<file path="config.mk">
export PLATFORM = sky130hd
export DESIGN_NAME = lsu_ctrl
export DESIGN_NICKNAME = d
export VERILOG_FILES = /design/src/rtl/lsu_pkg.sv /design/src/rtl/lsu_align.sv /design/src/rtl/lsu_ctrl.sv
export SDC_FILE = /design/constraint.sdc
export NUM_CORES = 1
export LEC_CHECK = 0
export CAP_MARGIN = 20
export CELL_PAD_IN_SITES_DETAIL_PLACEMENT = 1
export CELL_PAD_IN_SITES_GLOBAL_PLACEMENT = 2
export CORE_UTILIZATION = 42
export DETAILED_ROUTE_END_ITERATION = 10
export DONT_BUFFER_PORTS = 1
export PLACE_DENSITY = 0.9
export SYNTH_ARGS = -nofsm -noshare
export SYNTH_HDL_FRONTEND = slang
export SYNTH_SLANG_ARGS = --single-unit
</file>
<file path="constraint.sdc">
create_clock -name clk -period 9 [get_ports clk]
set_input_delay 1.8 -clock clk [delete_from_list [all_inputs] [get_ports clk]]
set_output_delay 1.8 -clock clk [all_outputs]
set_load 0.1 [all_outputs]
</file>
<file path="src/rtl/lsu_pkg.sv">
// ============================================================================
// Module   : lsu_pkg
// Brief    : Shared func3 codes, FSM state encoding and width helpers for the LSU.
// Revision : 1.0  initial release
// ============================================================================
`default_nettype none

package lsu_pkg;

    localparam logic [2:0] LSU_F3_B  = 3'd0;
    localparam logic [2:0] LSU_F3_H  = 3'd1;
    localparam logic [2:0] LSU_F3_W  = 3'd2;
    localparam logic [2:0] LSU_F3_BU = 3'd4;
    localparam logic [2:0] LSU_F3_HU = 3'd5;

    localparam logic [1:0] LSU_SZ_B = 2'd0;
    localparam logic [1:0] LSU_SZ_H = 2'd1;
    localparam logic [1:0] LSU_SZ_W = 2'd2;

    typedef enum logic [1:0] {
        LSU_IDLE = 2'd0,
        LSU_REQ  = 2'd1,
        LSU_WAIT = 2'd2,
        LSU_RESP = 2'd3
    } lsu_state_e;

    // Unused codes 3/6/7 fall into the word bucket.
    function automatic logic [1:0] lsu_size(input logic [2:0] func3);
        case (func3)
            LSU_F3_B, LSU_F3_BU: lsu_size = LSU_SZ_B;
            LSU_F3_H, LSU_F3_HU: lsu_size = LSU_SZ_H;
            LSU_F3_W:            lsu_size = LSU_SZ_W;
            default:             lsu_size = LSU_SZ_W;
        endcase
    endfunction

    function automatic logic lsu_is_signed(input logic [2:0] func3);
        lsu_is_signed = (func3 == LSU_F3_B) || (func3 == LSU_F3_H);
    endfunction

endpackage

`default_nettype wire

</file>
<file path="src/rtl/lsu_align.sv">
// ============================================================================
// Module   : lsu_align
// Brief    : Combinational byte-lane alignment: store mask/shift and load extract/extend.
// Revision : 1.0  initial release
// ============================================================================
`default_nettype none

module lsu_align
    import lsu_pkg::*;
#(
    parameter int XLEN = 32
) (
    input  logic [2:0]      st_func3_i,
    input  logic [1:0]      st_off_i,
    input  logic [XLEN-1:0] st_wdata_i,
    output logic [7:0]      st_wmask_o,
    output logic [XLEN-1:0] st_wdata_o,
    input  logic [2:0]      ld_func3_i,
    input  logic [1:0]      ld_off_i,
    input  logic [XLEN-1:0] ld_rdata_i,
    output logic [XLEN-1:0] ld_data_o
);

    logic [XLEN-1:0] w_ld_shift;
    logic            w_ld_sx;

    always_comb begin
        case (lsu_size(st_func3_i))
            LSU_SZ_B: st_wmask_o = 8'h01 << st_off_i;
            LSU_SZ_H: st_wmask_o = 8'h03 << st_off_i;
            default:  st_wmask_o = 8'h0f;
        endcase
        st_wdata_o = st_wdata_i << {st_off_i, 3'b000};
    end

    // Lanes past the word shift in as zero; a half at offset 3 only has one
    // real byte, so its sign comes from that byte.
    always_comb begin
        w_ld_shift = ld_rdata_i >> {ld_off_i, 3'b000};
        w_ld_sx    = lsu_is_signed(ld_func3_i);
        case (lsu_size(ld_func3_i))
            LSU_SZ_B: ld_data_o = {{(XLEN-8){w_ld_sx & w_ld_shift[7]}}, w_ld_shift[7:0]};
            LSU_SZ_H: begin
                if (ld_off_i == 2'd3) begin
                    ld_data_o = {{(XLEN-8){w_ld_sx & w_ld_shift[7]}}, w_ld_shift[7:0]};
                end else begin
                    ld_data_o = {{(XLEN-16){w_ld_sx & w_ld_shift[15]}}, w_ld_shift[15:0]};
                end
            end
            default:  ld_data_o = w_ld_shift;
        endcase
    end

endmodule

`default_nettype wire

</file>
<file path="src/rtl/lsu_ctrl.sv">
// ============================================================================
// Module   : lsu_ctrl
// Brief    : Single-outstanding load/store sequencer over a req/gnt/rvalid bus.
//            Optional misalignment trap: `LSU_MISALIGN_CHECK_EN.
// Revision : 1.0  initial release
// ============================================================================
`default_nettype none

module lsu_ctrl
    import lsu_pkg::*;
#(
    parameter int ADDR_W = 32,
    parameter int XLEN   = 32
) (
    input  logic              clk,
    input  logic              rst,
    input  logic              in_valid,
    output logic              in_ready,
    input  logic              in_wen,
    input  logic [2:0]        in_func3,
    input  logic [ADDR_W-1:0] in_addr,
    input  logic [XLEN-1:0]   in_wdata,
    output logic              out_valid,
    output logic [XLEN-1:0]   out_rdata,
    output logic              out_err,
    output logic              mem_req,
    output logic              mem_we,
    output logic [ADDR_W-1:0] mem_addr,
    output logic [XLEN-1:0]   mem_wdata,
    output logic [7:0]        mem_wmask,
    input  logic              mem_gnt,
    input  logic              mem_rvalid,
    input  logic [XLEN-1:0]   mem_rdata
);

    lsu_state_e        state_q;
    logic              wen_q;
    logic [2:0]        func3_q;
    logic [1:0]        off_q;
    logic              in_ready_q;
    logic              out_valid_q;
    logic [XLEN-1:0]   out_rdata_q;
    logic              out_err_q;
    logic              mem_req_q;
    logic              mem_we_q;
    logic [ADDR_W-1:0] mem_addr_q;
    logic [XLEN-1:0]   mem_wdata_q;
    logic [7:0]        mem_wmask_q;

    logic [7:0]        w_st_wmask;
    logic [XLEN-1:0]   w_st_wdata;
    logic [XLEN-1:0]   w_ld_data;
    logic              w_misalign;

    lsu_align #(
        .XLEN(XLEN)
    ) u_align (
        .st_func3_i (in_func3),
        .st_off_i   (in_addr[1:0]),
        .st_wdata_i (in_wdata),
        .st_wmask_o (w_st_wmask),
        .st_wdata_o (w_st_wdata),
        .ld_func3_i (func3_q),
        .ld_off_i   (off_q),
        .ld_rdata_i (mem_rdata),
        .ld_data_o  (w_ld_data)
    );

`ifdef LSU_MISALIGN_CHECK_EN
    assign w_misalign = ((lsu_size(in_func3) == LSU_SZ_H) && in_addr[0]) ||
                        ((lsu_size(in_func3) == LSU_SZ_W) && (in_addr[1:0] != 2'b00));
`else
    assign w_misalign = 1'b0;
`endif

    always_ff @(posedge clk or posedge rst) begin
        if (rst) begin
            state_q     <= LSU_IDLE;
            wen_q       <= 1'b0;
            func3_q     <= 3'd0;
            off_q       <= 2'd0;
            in_ready_q  <= 1'b1;
            out_valid_q <= 1'b0;
            out_rdata_q <= '0;
            out_err_q   <= 1'b0;
            mem_req_q   <= 1'b0;
            mem_we_q    <= 1'b0;
            mem_addr_q  <= '0;
            mem_wdata_q <= '0;
            mem_wmask_q <= 8'h0;
        end else begin
            out_valid_q <= 1'b0;
            case (state_q)
                LSU_IDLE: begin
                    if (in_valid) begin
                        wen_q      <= in_wen;
                        func3_q    <= in_func3;
                        off_q      <= in_addr[1:0];
                        in_ready_q <= 1'b0;
                        if (w_misalign) begin
                            state_q     <= LSU_RESP;
                            out_valid_q <= 1'b1;
                            out_err_q   <= 1'b1;
                            out_rdata_q <= '0;
                        end else begin
                            state_q     <= LSU_REQ;
                            mem_req_q   <= 1'b1;
                            mem_we_q    <= in_wen;
                            mem_addr_q  <= {in_addr[ADDR_W-1:2], 2'b00};
                            mem_wdata_q <= in_wen ? w_st_wdata : '0;
                            mem_wmask_q <= in_wen ? w_st_wmask : 8'h0;
                        end
                    end
                end
                LSU_REQ: begin
                    if (mem_gnt) begin
                        mem_req_q <= 1'b0;
                        mem_we_q  <= 1'b0;
                        if (wen_q) begin
                            state_q     <= LSU_RESP;
                            out_valid_q <= 1'b1;
                            out_err_q   <= 1'b0;
                            out_rdata_q <= '0;
                        end else begin
                            state_q <= LSU_WAIT;
                        end
                    end
                end
                LSU_WAIT: begin
                    if (mem_rvalid) begin
                        state_q     <= LSU_RESP;
                        out_valid_q <= 1'b1;
                        out_err_q   <= 1'b0;
                        out_rdata_q <= w_ld_data;
                    end
                end
                LSU_RESP: begin
                    state_q    <= LSU_IDLE;
                    in_ready_q <= 1'b1;
                    out_err_q  <= 1'b0;
                end
                default: state_q <= LSU_IDLE;
            endcase
        end
    end

    assign in_ready  = in_ready_q;
    assign out_valid = out_valid_q;
    assign out_rdata = out_rdata_q;
    assign out_err   = out_err_q;
    assign mem_req   = mem_req_q;
    assign mem_we    = mem_we_q;
    assign mem_addr  = mem_addr_q;
    assign mem_wdata = mem_wdata_q;
    assign mem_wmask = mem_wmask_q;

endmodule

`default_nettype wire

</file>
==> flow_metrics.env <==
export IMPL_cp_end_kind="primary output"
export IMPL_finalCritPeriodShare_pct=34.9
export IMPL_dieWidth_um=114
export IMPL_cts_sinks=111
export IMPL_root_buffer="clkbuf_16"
export IMPL_htree_levels=3
export IMPL_timing_rr_start="state_q[0]"
export IMPL_start_util_pct=43.5
export IMPL_dpl_hpwl_mm=9.75
export IMPL_cts_buffer_depth=2
export IMPL_clk_latency_ps=350
export IMPL_hold_path_startpoint="wen_q"
export IMPL_tns_ps=0
export IMPL_numPortBuffers=0
export IMPL_cts_resized=0
export IMPL_dominantRegCellSynth="dfrtp_1"
export IMPL_area_growth_pct=7.72
export IMPL_fp_dieArea_um2=13000
export IMPL_drv_slew=0
export IMPL_cp_max_fo=2
export IMPL_grt_usage_pct=21.1
export IMPL_finalHoldViolations=0
export IMPL_drive_gt1_share_pct=20.2
export IMPL_outcome="finished, final reports clean"
export IMPL_async_flop_share_pct=100
export IMPL_hold_end="wen_q"
export IMPL_dr_wl_met3_mm=1.34
export IMPL_rr_worst_depth=5
export IMPL_fin_worst_skew_ps=7.49
export IMPL_fmax_mhz=318
export IMPL_placed_cell_area_um2=5360
export IMPL_num_rows=40
export IMPL_place_congestion=0.795
export IMPL_grt_pass1_vias=3819
export IMPL_grt_pass1_wl_mm=21.0
export IMPL_yosysWarnings=0
export IMPL_maxSlewHeadroom_pct=35.5
export IMPL_wl_met1_mm=5.14
export IMPL_reg2reg_slack_ps=6370
export IMPL_ys_types=44
export IMPL_setup_viol=0
export IMPL_drtPass1Iterations=5
export IMPL_start_kind="flip-flop"
export IMPL_timing_rr_end="mem_wdata[4]"
export IMPL_path_class="reg2out"
export IMPL_highest_layer="met4"
export IMPL_drt_iter0_drc=140
export IMPL_postCtsSetupBuffers=0
export IMPL_die_y_um=114
export IMPL_core_area_um2=12100
export IMPL_postSynthRegisterBits=111
export IMPL_hold_path_cell_count=1
export IMPL_viasPerCell=6.01
export IMPL_cp_depth=0
export IMPL_seq_area_frac_synth_pct=52.8
export IMPL_wl_met2_mm=6.64
export IMPL_grt_max_degree=78
export IMPL_grt_overflow=0
export IMPL_final_nets=515
export IMPL_synth_edf_count=0
export IMPL_diodes=0
export IMPL_numCtsBuffers=9
export IMPL_syn_area_um2=5270
export IMPL_finalInstanceArea_um2=5670
export IMPL_path_clk_slew_ps=80
export IMPL_worst_pin_slew_ps=967
export IMPL_max_cap_violations=0
export IMPL_num_vias=3477
export IMPL_synthCells=421
export IMPL_drt_wl_total_mm=13.4
export IMPL_wire_per_inst_um=23.1
export IMPL_cts_tree="yes"
export IMPL_antenna_found_initial=1
export IMPL_syn_area_per_cell_um2=12.5
export IMPL_drc_errors=0
export IMPL_hold_class="reg2reg"
export IMPL_arrival_ps=1340
export IMPL_grt_setup_unrepaired="false"
export IMPL_io_pins=214
export IMPL_fin_crit_ps=3140
export IMPL_crit_required_ps=7200
export IMPL_holdBufCountCts=0
export IMPL_antenna_left=0
-- placed cells by master (no fill, tap or decap), drive strengths merged --
master,Yosys,final
a21o,1,1
a211oi,1,1
a2111oi,2,2
nor4,1,1
and3,1,1
bufinv,0,1
dfstp,1,1
clkinv,0,2
o22ai,2,2
nand3,3,3
ha,4,4
nor3,1,1
conb,1,6
a22o,21,21
nand4,2,2
nand2,35,35
a21oi,7,7
a31oi,1,1
a211o,7,7
o41ai,1,1
mux2,42,42
o21ai,23,23
buf,24,5
a32o,7,7
nand2b,5,5
a21boi,2,2
dfrtp,110,110
a21bo,2,2
clkinvlp,0,1
o211ai,2,2
inv,10,13
nor2,14,14
mux4,10,10
o21bai,1,1
a221o,31,31
clkbuf,12,9
nor2b,9,9
mux2i,25,25
-- flip-flops by register name, indices dropped and copies added, names as in the netlist --
signal,flops
out_rdata,32
mem_we,1
out_valid,1
func3_q,3
mem_addr,30
mem_req,1
mem_wdata,32
wen_q,1
in_ready,1
state_q,2
off_q,2
mem_wmask,5
-- final cells by class --
class / instances / area (um2)
Clock inverter: 7 / 91.3
Tap cell: 168 / 210
Fill cell: 1291 / 6440
Inverter: 10 / 40.0
Clock buffer: 9 / 225
Timing Repair Buffer: 5 / 37.5
Multi-Input combinational cell: 269 / 2290
Sequential cell: 111 / 2780
-- per-layer routing --
layer	GRT usage, %	vias up
met5	0	-
met4	8.40	0
met3	7.65	16
met2	35.7	156
met1	24.3	1767
li1	-	1538
-- cells in the mapped netlist, drive strengths merged, types with 2 or more instances --
cell type  instances  area, um2
dfrtp            110       2750
mux2              42        473
nand2             35        131
a221o             31        310
mux2i             25        250
buf               24        136
o21ai             23        115
a22o              21        184
nor2              14       52.6
clkbuf            12       45.0
inv               10       37.5
mux4              10        225
nor2b              9       56.3
a211o              7       61.3
a21oi              7       35.0
a32o               7       70.1
nand2b             5       38.8
ha                 4       50.1
nand3              3       15.0
a2111oi            2       36.3
a21bo              2       20.0
a21boi             2       15.0
nand4              2       12.5
o211ai             2       20.0
o22ai              2       12.5
-- stage by stage --
| step | hold WS [ps] | cells | util, % | setup slack [ps] |
|---|---|---|---|---|
| floorplan | 512 | 426 | - | 4270 |
| global placement | 557 | 563 | 44.2 | 5570 |
| detailed placement | 581 | 563 | 44.2 | 5450 |
| CTS | 601 | 579 | 46.8 | 5830 |
| global route | 655 | 579 | 46.8 | 5670 |
| finish | 604 | 579 | 46.8 | 5860 |
-- worst max-delay path by stage --
stage,from,to,slack [ps]
2_1_floorplan,rst,func3_q[0],4270
3_3_place_gp,in_addr[1],mem_wdata[7],5570
3_5_place_dp,in_addr[1],mem_wdata[4],5450
4_1_cts,out_rdata[23],out_rdata[23],5830
5_1_grt,in_addr[1],mem_wdata[4],5670
6_report,out_rdata[23],out_rdata[23],5860
-- kinds of logic (layout without fill, tap and decap cells) --
logic type,Yosys count,count (layout),share of synthesized area [%]
adder cells (fa/ha/maj),4,4,0.950
buffers and inverters,46,31,4.16
other,1,6,0.0712
AND/OR/NAND/NOR,71,71,6.53
multiplexers,77,77,18.0
flip-flops,111,111,52.8
AO/OA/AOI/OAI,111,111,17.5
Power is not shown: default switching activity piles up to over one toggle a cycle in this logic, so the estimate is an artifact.
